## src/rtl/rsa_pkg.sv

```systemverilog
// -----------------------------------------------------------------------------
// rsa_pkg
// Shared types for the RSA key-generation controller: FSM state encoding and
// the err_code values reported on the controller bus.
// No ports (package).
// -----------------------------------------------------------------------------
package rsa_pkg;

   typedef enum logic [2:0] {
      ST_IDLE     = 3'd0,
      ST_CHECK    = 3'd1,
      ST_MULT     = 3'd2,
      ST_GCD_GO   = 3'd3,
      ST_GCD_WAIT = 3'd4,
      ST_FIX_D    = 3'd5,
      ST_DONE     = 3'd6,
      ST_FAIL     = 3'd7
   } keygen_state_t;

   localparam logic [1:0] ERR_NONE    = 2'd0;
   localparam logic [1:0] ERR_INPUT   = 2'd1;
   localparam logic [1:0] ERR_EXHAUST = 2'd2;

endpackage

```

## src/rtl/rsa_keygen_ctrl_if.sv

```systemverilog
// -----------------------------------------------------------------------------
// rsa_keygen_ctrl_if
// Request/result bus of the RSA key-generation controller.
//   master : drives start, abort, p, q; observes results and status
//   slave  : the controller (consumes requests, drives results and status)
// Signals: start, abort, p[WIDTH], q[WIDTH], n/phi/e/d[2*WIDTH], busy, done,
//          err, err_code[2], and cycles[32] when RSA_KEYGEN_CYCLE_CNT_EN is
//          defined.
// -----------------------------------------------------------------------------
interface rsa_keygen_ctrl_if #(
   parameter int WIDTH = 8
);
   logic                 start;
   logic                 abort;
   logic [WIDTH-1:0]     p;
   logic [WIDTH-1:0]     q;
   logic [2*WIDTH-1:0]   n;
   logic [2*WIDTH-1:0]   phi;
   logic [2*WIDTH-1:0]   e;
   logic [2*WIDTH-1:0]   d;
   logic                 busy;
   logic                 done;
   logic                 err;
   logic [1:0]           err_code;
`ifdef RSA_KEYGEN_CYCLE_CNT_EN
   logic [31:0]          cycles;
`endif

   modport master (
      output start, abort, p, q,
      input  n, phi, e, d, busy, done, err, err_code
`ifdef RSA_KEYGEN_CYCLE_CNT_EN
      , input cycles
`endif
   );

   modport slave (
      input  start, abort, p, q,
      output n, phi, e, d, busy, done, err, err_code
`ifdef RSA_KEYGEN_CYCLE_CNT_EN
      , output cycles
`endif
   );
endinterface

```

## src/rtl/Mult.sv

```systemverilog
// -----------------------------------------------------------------------------
// Mult
// Shift-and-add sequential multiplier, one multiplier bit per cycle.
// Ports: clk, rst_n (async active-low), start (1-cycle pulse, restarts any run
//        in progress), a[W], b[W] sampled on start, product[2W] held until the
//        next start, finish (1-cycle pulse when product is valid).
// -----------------------------------------------------------------------------
module Mult #(
   parameter int W = 8
) (
   input  logic           clk,
   input  logic           rst_n,
   input  logic           start,
   input  logic [W-1:0]   a,
   input  logic [W-1:0]   b,
   output logic [2*W-1:0] product,
   output logic           finish
);
   localparam int CW = $clog2(W + 1);

   logic [2*W-1:0] acc_q, acc_d, mcand_q, mcand_d;
   logic [W-1:0]   mplier_q, mplier_d;
   logic [CW-1:0]  cnt_q, cnt_d;
   logic           run_q, run_d, finish_q, finish_d;

   // Next-state: load on start, then one add/shift step per cycle for W cycles.
   always_comb begin
      acc_d    = acc_q;
      mcand_d  = mcand_q;
      mplier_d = mplier_q;
      cnt_d    = cnt_q;
      run_d    = run_q;
      finish_d = 1'b0;
      if (start) begin
         acc_d    = {(2*W){1'b0}};
         mcand_d  = {{W{1'b0}}, a};
         mplier_d = b;
         cnt_d    = {CW{1'b0}};
         run_d    = 1'b1;
      end else if (run_q) begin
         if (mplier_q[0]) begin
            acc_d = acc_q + mcand_q;
         end else begin
            acc_d = acc_q;
         end
         mcand_d  = mcand_q << 1;
         mplier_d = mplier_q >> 1;
         if (cnt_q == CW'(W - 1)) begin
            run_d    = 1'b0;
            finish_d = 1'b1;
         end else begin
            cnt_d = cnt_q + CW'(1);
         end
      end else begin
         run_d = 1'b0;
      end
   end

   // State registers.
   always_ff @(posedge clk or negedge rst_n) begin
      if (!rst_n) begin
         acc_q    <= {(2*W){1'b0}};
         mcand_q  <= {(2*W){1'b0}};
         mplier_q <= {W{1'b0}};
         cnt_q    <= {CW{1'b0}};
         run_q    <= 1'b0;
         finish_q <= 1'b0;
      end else begin
         acc_q    <= acc_d;
         mcand_q  <= mcand_d;
         mplier_q <= mplier_d;
         cnt_q    <= cnt_d;
         run_q    <= run_d;
         finish_q <= finish_d;
      end
   end

   assign product = acc_q;
   assign finish  = finish_q;
endmodule

```

## src/rtl/gcd.sv

```systemverilog
// -----------------------------------------------------------------------------
// gcd
// Sequential extended Euclid, one quotient step per cycle.
// Ports: clk, rst_n (async active-low), start (1-cycle pulse, restarts),
//        a[W], b[W] sampled on start, g[W] = gcd(a,b), t[W] two's-complement
//        coefficient with a*s + b*t = g, finish (1-cycle pulse).
// Only the Bezout coefficient of b is tracked. Coefficient arithmetic is done
// modulo 2^W: the final coefficient satisfies |t| <= a/2, so it comes out
// exact even if earlier intermediates wrapped.
// -----------------------------------------------------------------------------
module gcd #(
   parameter int W = 16
) (
   input  logic         clk,
   input  logic         rst_n,
   input  logic         start,
   input  logic [W-1:0] a,
   input  logic [W-1:0] b,
   output logic [W-1:0] g,
   output logic [W-1:0] t,
   output logic         finish
);
   logic [W-1:0] old_r_q, old_r_d, r_q, r_d;
   logic [W-1:0] old_t_q, old_t_d, t_q, t_d;
   logic         run_q, run_d, finish_q, finish_d;
   logic [W-1:0] quo_s, rem_s, quo_t_s;

   // Next-state: one remainder/coefficient update per cycle until r reaches 0.
   always_comb begin
      old_r_d  = old_r_q;
      r_d      = r_q;
      old_t_d  = old_t_q;
      t_d      = t_q;
      run_d    = run_q;
      finish_d = 1'b0;
      quo_s    = {W{1'b0}};
      rem_s    = {W{1'b0}};
      quo_t_s  = {W{1'b0}};
      if (start) begin
         old_r_d = a;
         r_d     = b;
         old_t_d = {W{1'b0}};
         t_d     = W'(1);
         run_d   = 1'b1;
      end else if (run_q) begin
         if (r_q == {W{1'b0}}) begin
            run_d    = 1'b0;
            finish_d = 1'b1;
         end else begin
            quo_s   = old_r_q / r_q;
            rem_s   = old_r_q % r_q;
            quo_t_s = quo_s * t_q;
            old_r_d = r_q;
            r_d     = rem_s;
            old_t_d = t_q;
            t_d     = old_t_q - quo_t_s;
         end
      end else begin
         run_d = 1'b0;
      end
   end

   // State registers.
   always_ff @(posedge clk or negedge rst_n) begin
      if (!rst_n) begin
         old_r_q  <= {W{1'b0}};
         r_q      <= {W{1'b0}};
         old_t_q  <= {W{1'b0}};
         t_q      <= {W{1'b0}};
         run_q    <= 1'b0;
         finish_q <= 1'b0;
      end else begin
         old_r_q  <= old_r_d;
         r_q      <= r_d;
         old_t_q  <= old_t_d;
         t_q      <= t_d;
         run_q    <= run_d;
         finish_q <= finish_d;
      end
   end

   assign g      = old_r_q;
   assign t      = old_t_q;
   assign finish = finish_q;
endmodule

```

## src/rtl/rsa_keygen_ctrl.sv

```systemverilog
// -----------------------------------------------------------------------------
// rsa_keygen_ctrl
// RSA key-generation controller: n = p*q, phi = (p-1)*(q-1), then searches odd
// e upward from E_START for gcd(phi, e) == 1 and outputs d = e^-1 mod phi.
// Ports: clk, rst_n (async active-low), bus (rsa_keygen_ctrl_if.slave):
//        start/abort/p/q in; n/phi/e/d/busy/done/err/err_code out.
// Optional: RSA_KEYGEN_CYCLE_CNT_EN adds bus.cycles, a saturating count of
//           busy cycles, cleared on each accepted start.
// Sub-units: two Mult instances (n and phi in parallel) and one gcd.
// -----------------------------------------------------------------------------
module rsa_keygen_ctrl
   import rsa_pkg::*;
#(
   parameter  int WIDTH     = 8,
   parameter  int E_START   = 3,
   parameter  int MAX_TRIES = 64,
   localparam int TRY_W     = $clog2(MAX_TRIES + 1)
) (
   input  logic             clk,
   input  logic             rst_n,
   rsa_keygen_ctrl_if.slave bus
);
   localparam int                W2      = 2 * WIDTH;
   localparam logic [W2-1:0]     E_INIT  = W2'(E_START);
   localparam logic [TRY_W-1:0]  TRY_MAX = TRY_W'(MAX_TRIES);

   keygen_state_t    state_q, state_d;
   logic [WIDTH-1:0] p_q, p_d, q_q, q_d;
   logic [W2-1:0]    n_q, n_d, phi_q, phi_d, e_q, e_d, d_q, d_d, t_q, t_d;
   logic [TRY_W-1:0] tries_q, tries_d;
   logic             busy_q, busy_d, done_q, done_d, err_q, err_d;
   logic [1:0]       err_code_q, err_code_d;
   logic             n_seen_q, n_seen_d, phi_seen_q, phi_seen_d;
   logic             mult_start_q, mult_start_d, gcd_start_q, gcd_start_d;

   logic [WIDTH-1:0] p_m1_s, q_m1_s;
   logic [W2-1:0]    prod_n_s, prod_phi_s, gcd_g_s, gcd_t_s;
   logic             fin_n_s, fin_phi_s, gcd_fin_s;
   logic             n_seen_s, phi_seen_s, start_ok_s, input_bad_s;

   assign p_m1_s = p_q - WIDTH'(1);
   assign q_m1_s = q_q - WIDTH'(1);

   Mult #(.W(WIDTH)) u_mult_n (
      .clk(clk), .rst_n(rst_n), .start(mult_start_q),
      .a(p_q), .b(q_q), .product(prod_n_s), .finish(fin_n_s)
   );

   Mult #(.W(WIDTH)) u_mult_phi (
      .clk(clk), .rst_n(rst_n), .start(mult_start_q),
      .a(p_m1_s), .b(q_m1_s), .product(prod_phi_s), .finish(fin_phi_s)
   );

   gcd #(.W(W2)) u_gcd (
      .clk(clk), .rst_n(rst_n), .start(gcd_start_q),
      .a(phi_q), .b(e_q), .g(gcd_g_s), .t(gcd_t_s), .finish(gcd_fin_s)
   );

   // FSM next-state and output computation.
   // A finish pulse seen while our own start pulse is still high belongs to a
   // run that was aborted and is being restarted, so it is ignored.
   always_comb begin
      state_d      = state_q;
      p_d          = p_q;
      q_d          = q_q;
      n_d          = n_q;
      phi_d        = phi_q;
      e_d          = e_q;
      d_d          = d_q;
      t_d          = t_q;
      tries_d      = tries_q;
      busy_d       = busy_q;
      done_d       = 1'b0;
      err_d        = 1'b0;
      err_code_d   = err_code_q;
      n_seen_d     = n_seen_q;
      phi_seen_d   = phi_seen_q;
      mult_start_d = 1'b0;
      gcd_start_d  = 1'b0;
      start_ok_s   = bus.start && !bus.abort &&
                     (state_q == ST_IDLE || state_q == ST_DONE || state_q == ST_FAIL);
      input_bad_s  = (p_q < WIDTH'(3)) || (q_q < WIDTH'(3)) || (p_q == q_q);
      n_seen_s     = n_seen_q || (fin_n_s && !mult_start_q);
      phi_seen_s   = phi_seen_q || (fin_phi_s && !mult_start_q);

      if (bus.abort && busy_q) begin
         state_d = ST_IDLE;
         busy_d  = 1'b0;
      end else begin
         case (state_q)
            ST_IDLE, ST_DONE, ST_FAIL: begin
               if (start_ok_s) begin
                  p_d        = bus.p;
                  q_d        = bus.q;
                  err_code_d = ERR_NONE;
                  d_d        = {W2{1'b0}};
                  n_d        = {W2{1'b0}};
                  phi_d      = {W2{1'b0}};
                  e_d        = E_INIT;
                  tries_d    = {TRY_W{1'b0}};
                  busy_d     = 1'b1;
                  state_d    = ST_CHECK;
               end else begin
                  state_d = state_q;
               end
            end
            ST_CHECK: begin
               if (input_bad_s) begin
                  err_code_d = ERR_INPUT;
                  err_d      = 1'b1;
                  busy_d     = 1'b0;
                  state_d    = ST_FAIL;
               end else begin
                  mult_start_d = 1'b1;
                  n_seen_d     = 1'b0;
                  phi_seen_d   = 1'b0;
                  state_d      = ST_MULT;
               end
            end
            ST_MULT: begin
               if (n_seen_s && phi_seen_s) begin
                  n_d     = prod_n_s;
                  phi_d   = prod_phi_s;
                  state_d = ST_GCD_GO;
               end else begin
                  n_seen_d   = n_seen_s;
                  phi_seen_d = phi_seen_s;
               end
            end
            ST_GCD_GO: begin
               // Bound check comes first so a wrapped e is never handed to gcd.
               if ((e_q >= phi_q) || (tries_q == TRY_MAX)) begin
                  err_code_d = ERR_EXHAUST;
                  err_d      = 1'b1;
                  busy_d     = 1'b0;
                  state_d    = ST_FAIL;
               end else begin
                  gcd_start_d = 1'b1;
                  tries_d     = tries_q + TRY_W'(1);
                  state_d     = ST_GCD_WAIT;
               end
            end
            ST_GCD_WAIT: begin
               if (gcd_fin_s && !gcd_start_q) begin
                  if (gcd_g_s == W2'(1)) begin
                     t_d     = gcd_t_s;
                     state_d = ST_FIX_D;
                  end else begin
                     e_d     = e_q + W2'(2);
                     state_d = ST_GCD_GO;
                  end
               end else begin
                  state_d = ST_GCD_WAIT;
               end
            end
            ST_FIX_D: begin
               // Map a negative Bezout coefficient into 0..phi-1.
               if (t_q[W2-1]) begin
                  d_d = t_q + phi_q;
               end else begin
                  d_d = t_q;
               end
               done_d  = 1'b1;
               busy_d  = 1'b0;
               state_d = ST_DONE;
            end
            default: begin
               busy_d  = 1'b0;
               state_d = ST_IDLE;
            end
         endcase
      end
   end

   // FSM and datapath registers.
   always_ff @(posedge clk or negedge rst_n) begin
      if (!rst_n) begin
         state_q      <= ST_IDLE;
         p_q          <= {WIDTH{1'b0}};
         q_q          <= {WIDTH{1'b0}};
         n_q          <= {W2{1'b0}};
         phi_q        <= {W2{1'b0}};
         e_q          <= E_INIT;
         d_q          <= {W2{1'b0}};
         t_q          <= {W2{1'b0}};
         tries_q      <= {TRY_W{1'b0}};
         busy_q       <= 1'b0;
         done_q       <= 1'b0;
         err_q        <= 1'b0;
         err_code_q   <= ERR_NONE;
         n_seen_q     <= 1'b0;
         phi_seen_q   <= 1'b0;
         mult_start_q <= 1'b0;
         gcd_start_q  <= 1'b0;
      end else begin
         state_q      <= state_d;
         p_q          <= p_d;
         q_q          <= q_d;
         n_q          <= n_d;
         phi_q        <= phi_d;
         e_q          <= e_d;
         d_q          <= d_d;
         t_q          <= t_d;
         tries_q      <= tries_d;
         busy_q       <= busy_d;
         done_q       <= done_d;
         err_q        <= err_d;
         err_code_q   <= err_code_d;
         n_seen_q     <= n_seen_d;
         phi_seen_q   <= phi_seen_d;
         mult_start_q <= mult_start_d;
         gcd_start_q  <= gcd_start_d;
      end
   end

   assign bus.n        = n_q;
   assign bus.phi      = phi_q;
   assign bus.e        = e_q;
   assign bus.d        = d_q;
   assign bus.busy     = busy_q;
   assign bus.done     = done_q;
   assign bus.err      = err_q;
   assign bus.err_code = err_code_q;

`ifdef RSA_KEYGEN_CYCLE_CNT_EN
   logic [31:0] cycles_q, cycles_d;

   // Busy-cycle counter: clears on accepted start, saturates at all-ones.
   always_comb begin
      if (start_ok_s && !busy_q) begin
         cycles_d = 32'd0;
      end else if (busy_q && (cycles_q != 32'hFFFF_FFFF)) begin
         cycles_d = cycles_q + 32'd1;
      end else begin
         cycles_d = cycles_q;
      end
   end

   // Busy-cycle counter register.
   always_ff @(posedge clk or negedge rst_n) begin
      if (!rst_n) begin
         cycles_q <= 32'd0;
      end else begin
         cycles_q <= cycles_d;
      end
   end

   assign bus.cycles = cycles_q;
`endif
endmodule

```

## src/flat_wrapper.sv

```systemverilog
// flat-port wrapper written by rule: the top's interface ports become plain ports
module rsa_keygen_ctrl_flat import rsa_pkg::*;
#(
   parameter  int WIDTH     = 8,
   parameter  int E_START   = 3,
   parameter  int MAX_TRIES = 64,
   localparam int TRY_W     = $clog2(MAX_TRIES + 1)
)
  (clk, rst_n, bus_start, bus_abort, bus_p, bus_q, bus_n, bus_phi, bus_e, bus_d, bus_busy, bus_done, bus_err, bus_err_code);
  rsa_keygen_ctrl_if #(.WIDTH(WIDTH)) bus_i ();
  input  logic clk;
  input  logic rst_n;
  input wire logic [$bits(bus_i.start)-1:0] bus_start;
  input wire logic [$bits(bus_i.abort)-1:0] bus_abort;
  input wire logic [$bits(bus_i.p)-1:0] bus_p;
  input wire logic [$bits(bus_i.q)-1:0] bus_q;
  output wire logic [$bits(bus_i.n)-1:0] bus_n;
  output wire logic [$bits(bus_i.phi)-1:0] bus_phi;
  output wire logic [$bits(bus_i.e)-1:0] bus_e;
  output wire logic [$bits(bus_i.d)-1:0] bus_d;
  output wire logic [$bits(bus_i.busy)-1:0] bus_busy;
  output wire logic [$bits(bus_i.done)-1:0] bus_done;
  output wire logic [$bits(bus_i.err)-1:0] bus_err;
  output wire logic [$bits(bus_i.err_code)-1:0] bus_err_code;
  assign bus_i.start = bus_start;
  assign bus_i.abort = bus_abort;
  assign bus_i.p = bus_p;
  assign bus_i.q = bus_q;
  assign bus_n = bus_i.n;
  assign bus_phi = bus_i.phi;
  assign bus_e = bus_i.e;
  assign bus_d = bus_i.d;
  assign bus_busy = bus_i.busy;
  assign bus_done = bus_i.done;
  assign bus_err = bus_i.err;
  assign bus_err_code = bus_i.err_code;
  rsa_keygen_ctrl #(.WIDTH(WIDTH), .E_START(E_START), .MAX_TRIES(MAX_TRIES)) u_core (.clk(clk), .rst_n(rst_n), .bus(bus_i));
endmodule
```

## config.mk

```make
export PLATFORM = sky130hd
export DESIGN_NAME = rsa_keygen_ctrl_flat
export DESIGN_NICKNAME = d
export VERILOG_FILES = /design/src/rtl/rsa_pkg.sv /design/src/rtl/rsa_keygen_ctrl_if.sv /design/src/rtl/Mult.sv /design/src/rtl/gcd.sv /design/src/rtl/rsa_keygen_ctrl.sv /design/src/flat_wrapper.sv
export SDC_FILE = /design/constraint.sdc
export NUM_CORES = 1
export LEC_CHECK = 0
export ABC_AREA = 1
export CAP_MARGIN = 25
export CORE_ASPECT_RATIO = 2
export CORE_MARGIN = 4
export CORE_UTILIZATION = 44
export CTS_CLUSTER_SIZE = 20
export DETAILED_ROUTE_END_ITERATION = 10
export SETUP_SLACK_MARGIN = 0.1
export SYNTH_ARGS = -nofsm -noshare
export SYNTH_HDL_FRONTEND = slang
export SYNTH_HIERARCHICAL = 1
export SYNTH_SLANG_ARGS = --single-unit
```

## constraint.sdc

```tcl
create_clock -name clk -period 28.3 [get_ports clk]
set_input_delay 7.075 -clock clk [delete_from_list [all_inputs] [get_ports clk]]
set_output_delay 7.075 -clock clk [all_outputs]
set_load 0.01 [all_outputs]
```

==> summary.txt <==
synthesis warning total: 6
final setup vio count: 0
synthesized area: 27,500 sq um
Slew @ Worst Pin: 1.08 ns
antenna violations before repair: 0
Critical Path Max Stage Delay: 0.58 ns
Hold Crit Class: reg2reg
final net count: 4,381
die footprint: 66,900 sq um
crit path max fanout: 8
kind of critical path: reg2reg
Setup WS post-layout: 1.57 ns
synthesized net count: 4,185
number of global-route vias before repair: 26,376
post-route setup TNS: 0 ns
initial core utilization: 44.4%
CTS Buf Count: 25
Max Clock Freq: 37.4 MHz
CTS tree: done
io pins: 89
Max Slew Vio Count: 0
Die W: 185 um
Final Critical Period: 26.73 ns
CP max stage cell: fa_1
final design utilization: 53.3%
clock skew: 0.0174 ns
most used cell along the critical path: nand2_2
drt total wl: 93,700 um
Detailed Place HPWL: 73,100 um
Via-to-Cell Ratio: 5.41
largest net degree at the start of global routing: 95
Worst-path clk slew: 0.07 ns
Syn-to-layout area delta: 20.0%
CP Launch Type: flip-flop
Yosys cell types: 66
grt ovf: 0
Synth Area per Inst: 7.24 sq um
later-pin clock latency in the skew report: 0.58 ns
core area: 62,000 sq um
crit end category: flip-flop
dpl ws: -0.427 ns
status: finished clean
CP arrival: 27.20 ns
fin crit share: 94.5%
register area share after synthesis: 24.8%
input/output buffers: 88
n_diodes: 0
Rows: 129
WL per Instance: 19.5 um
Worst slew margin: 27.7%
Critical Path RT: 28.77 ns
Final Hold Fails: 0
max_cap viols: 0
clock root buffer: clkbuf_16
drt first pass iters: 5
layout cells sized above 1: 18.4%
Iter 0 DRT Violations: 1,088
Post-route DRC: 0
Fillers: 6,124
gr usage total: 27.0%
CTS Sinks: 273
gp weighted congestion: 1.00
Routed Antenna Nets: 0
hold_buf cts: 0
H-tree depth: 1
Clock Tree Buf Depth: 3
Post-Syn Instances: 3,804
DR vias: 25,976
Synth Register Bits: 273
first-pass GRT wire length: 141,000 um
die height: 362 um
## registers in the layout, indices dropped and copies added, names as in the netlist, 16 cells and up
| register | flops |
|---|---|
| u_core/u_gcd/r_q | 16 |
| u_core/u_mult_phi/mcand_q | 16 |
| u_core/u_mult_n/mcand_q | 16 |
| u_core/bus.d | 16 |
| u_core/u_mult_phi/product | 16 |
| u_core/u_gcd/g | 16 |
| u_core/u_gcd/t_q | 16 |
| u_core/bus.n | 16 |
| u_core/u_mult_n/product | 16 |
| u_core/bus.phi | 16 |
| u_core/bus.e | 16 |
| u_core/t_q | 16 |
| u_core/u_gcd/t | 16 |
## critical path: cells and delay by family, from the launching register on
| family | cells | cell delay (ns) |
|---|---|---|
| AND/OR/NAND/NOR | 108 | 10.88 |
| adder cells (fa/ha/maj) | 21 | 7.09 |
| AO/OA/AOI/OAI | 30 | 4.56 |
| buffers and inverters | 26 | 2.48 |
| XOR/XNOR | 6 | 1.15 |
| flip-flops | 1 | 0.44 |
## placed cells by master, fill, tap and decap left out, drive strengths merged, types with 18 or more instances in the layout
cell / Yosys / layout
nand2: 1124 / 1126
inv: 625 / 623
dfrtp: 271 / 271
ha: 261 / 261
nand3: 249 / 249
o21ai: 231 / 231
nor2: 220 / 220
buf: 42 / 178
a21oi: 152 / 152
fa: 100 / 100
xor2: 94 / 94
clkdlybuf4s50: 0 / 87
xnor2: 60 / 60
nor3: 33 / 33
or2: 32 / 32
clkbuf: 61 / 32
o22ai: 30 / 30
o211ai: 27 / 27
o31ai: 22 / 22
o221ai: 21 / 21
nand4: 20 / 20
a22oi: 18 / 18
## cell families after synthesis
logic type      count (synthesis)  share of synthesized area [%]
compound gates                550                           12.4
xor+xnor                      155                           5.04
fa+ha+maj                     361                           19.1
buf+inv                       731                           10.5
flops                         273                           24.8
mux                            17                          0.691
simple gates                 1717                           27.4
## what timing repair did
action,in CTS,in global routing
setup buffers,0,69
endpoints found under the setup margin,5,15
gates cloned,0,8
endpoints found under the hold margin,0,0
pin swaps,1,142
resized for setup,21,357
## cell usage after synthesis, drive strengths merged
master,instances,share of area [%]
dfrtp,271,25
a21o,8,0.22
buf,42,1.1
and2,17,0.39
xnor2,60,1.9
clkinv,3,0.041
a32o,3,0.11
a211oi,1,0.027
clkbuf,61,0.84
o22ai,30,0.68
dfstp,2,0.19
mux2i,1,0.036
a21oi,152,2.9
fa,100,7.3
xor2,94,3.0
a31o,1,0.032
a22o,4,0.13
o211ai,27,0.79
or2,32,0.75
nand3,249,5.2
a31oi,4,0.091
a21boi,5,0.14
inv,625,8.5
nor4,7,0.16
nand3b,15,0.42
a22oi,18,0.49
o21bai,16,0.60
nand4,20,0.51
xor3,1,0.086
o21ai,231,4.5
o31ai,22,0.82
a221oi,3,0.095
ha,261,12
mux2,16,0.65
nor3,33,0.60
o21a,4,0.11
o221ai,21,0.67
nand2,1124,16
nor2,220,3.5
## metrics by stage
step | std cells | area [sq um] | hold WS [ns]
detailed placement | 4681 | 29700 | 0.470
finish | 4805 | 33000 | 0.489
CTS | 4727 | 30700 | 0.490
global route | 4805 | 33000 | 0.516
global placement | 4680 | 29700 | 0.464
floorplan | 3804 | 27500 | 0.453
## final cells by class
| cell class | count | area, sq um | share of cell area (%) |
|---|---|---|---|
| Clock buffer | 29 | 671 | 2.03 |
| Clock inverter | 17 | 223 | 0.674 |
| Inverter | 628 | 2380 | 7.19 |
| Multi-Input combinational cell | 2802 | 19500 | 59.1 |
| Sequential cell | 273 | 6840 | 20.7 |
| Tap cell | 786 | 983 | 2.98 |
| Timing Repair Buffer | 268 | 2400 | 7.28 |
| Timing Repair inverter | 2 | 12.5 | 0.0379 |
## metal layers
| layer | global-route usage, % | routed length [um] | vias to the layer above |
|---|---|---|---|
| met4 | 17.6 | 8170 | 0 |
| li1 | - | - | 12560 |
| met3 | 2.47 | 3420 | 344 |
| met2 | 52.4 | 51100 | 699 |
| met1 | 26.4 | 31100 | 12373 |
| met5 | 0 | 0 | - |
## final timing paths
check	cells past startpoint	start	endpoint	slack (ns)
setup / recovery	191	u_core/u_gcd/g[2]	u_core/u_gcd/t_q[15]	1.57
hold / removal	2	u_core/n_seen_q	u_core/n_seen_q	0.49
setup reg to reg	191	u_core/u_gcd/g[2]	u_core/u_gcd/t_q[15]	1.57
hold reg to reg	2	u_core/n_seen_q	u_core/n_seen_q	0.49
max in group asynchronous	3	rst_n	u_core/bus.phi[1]	19.81
min in group asynchronous	1	rst_n	u_core/u_gcd/t[10]	6.46
Power is not shown: default switching activity piles up to over one toggle a cycle in this logic, so the estimate is an artifact.
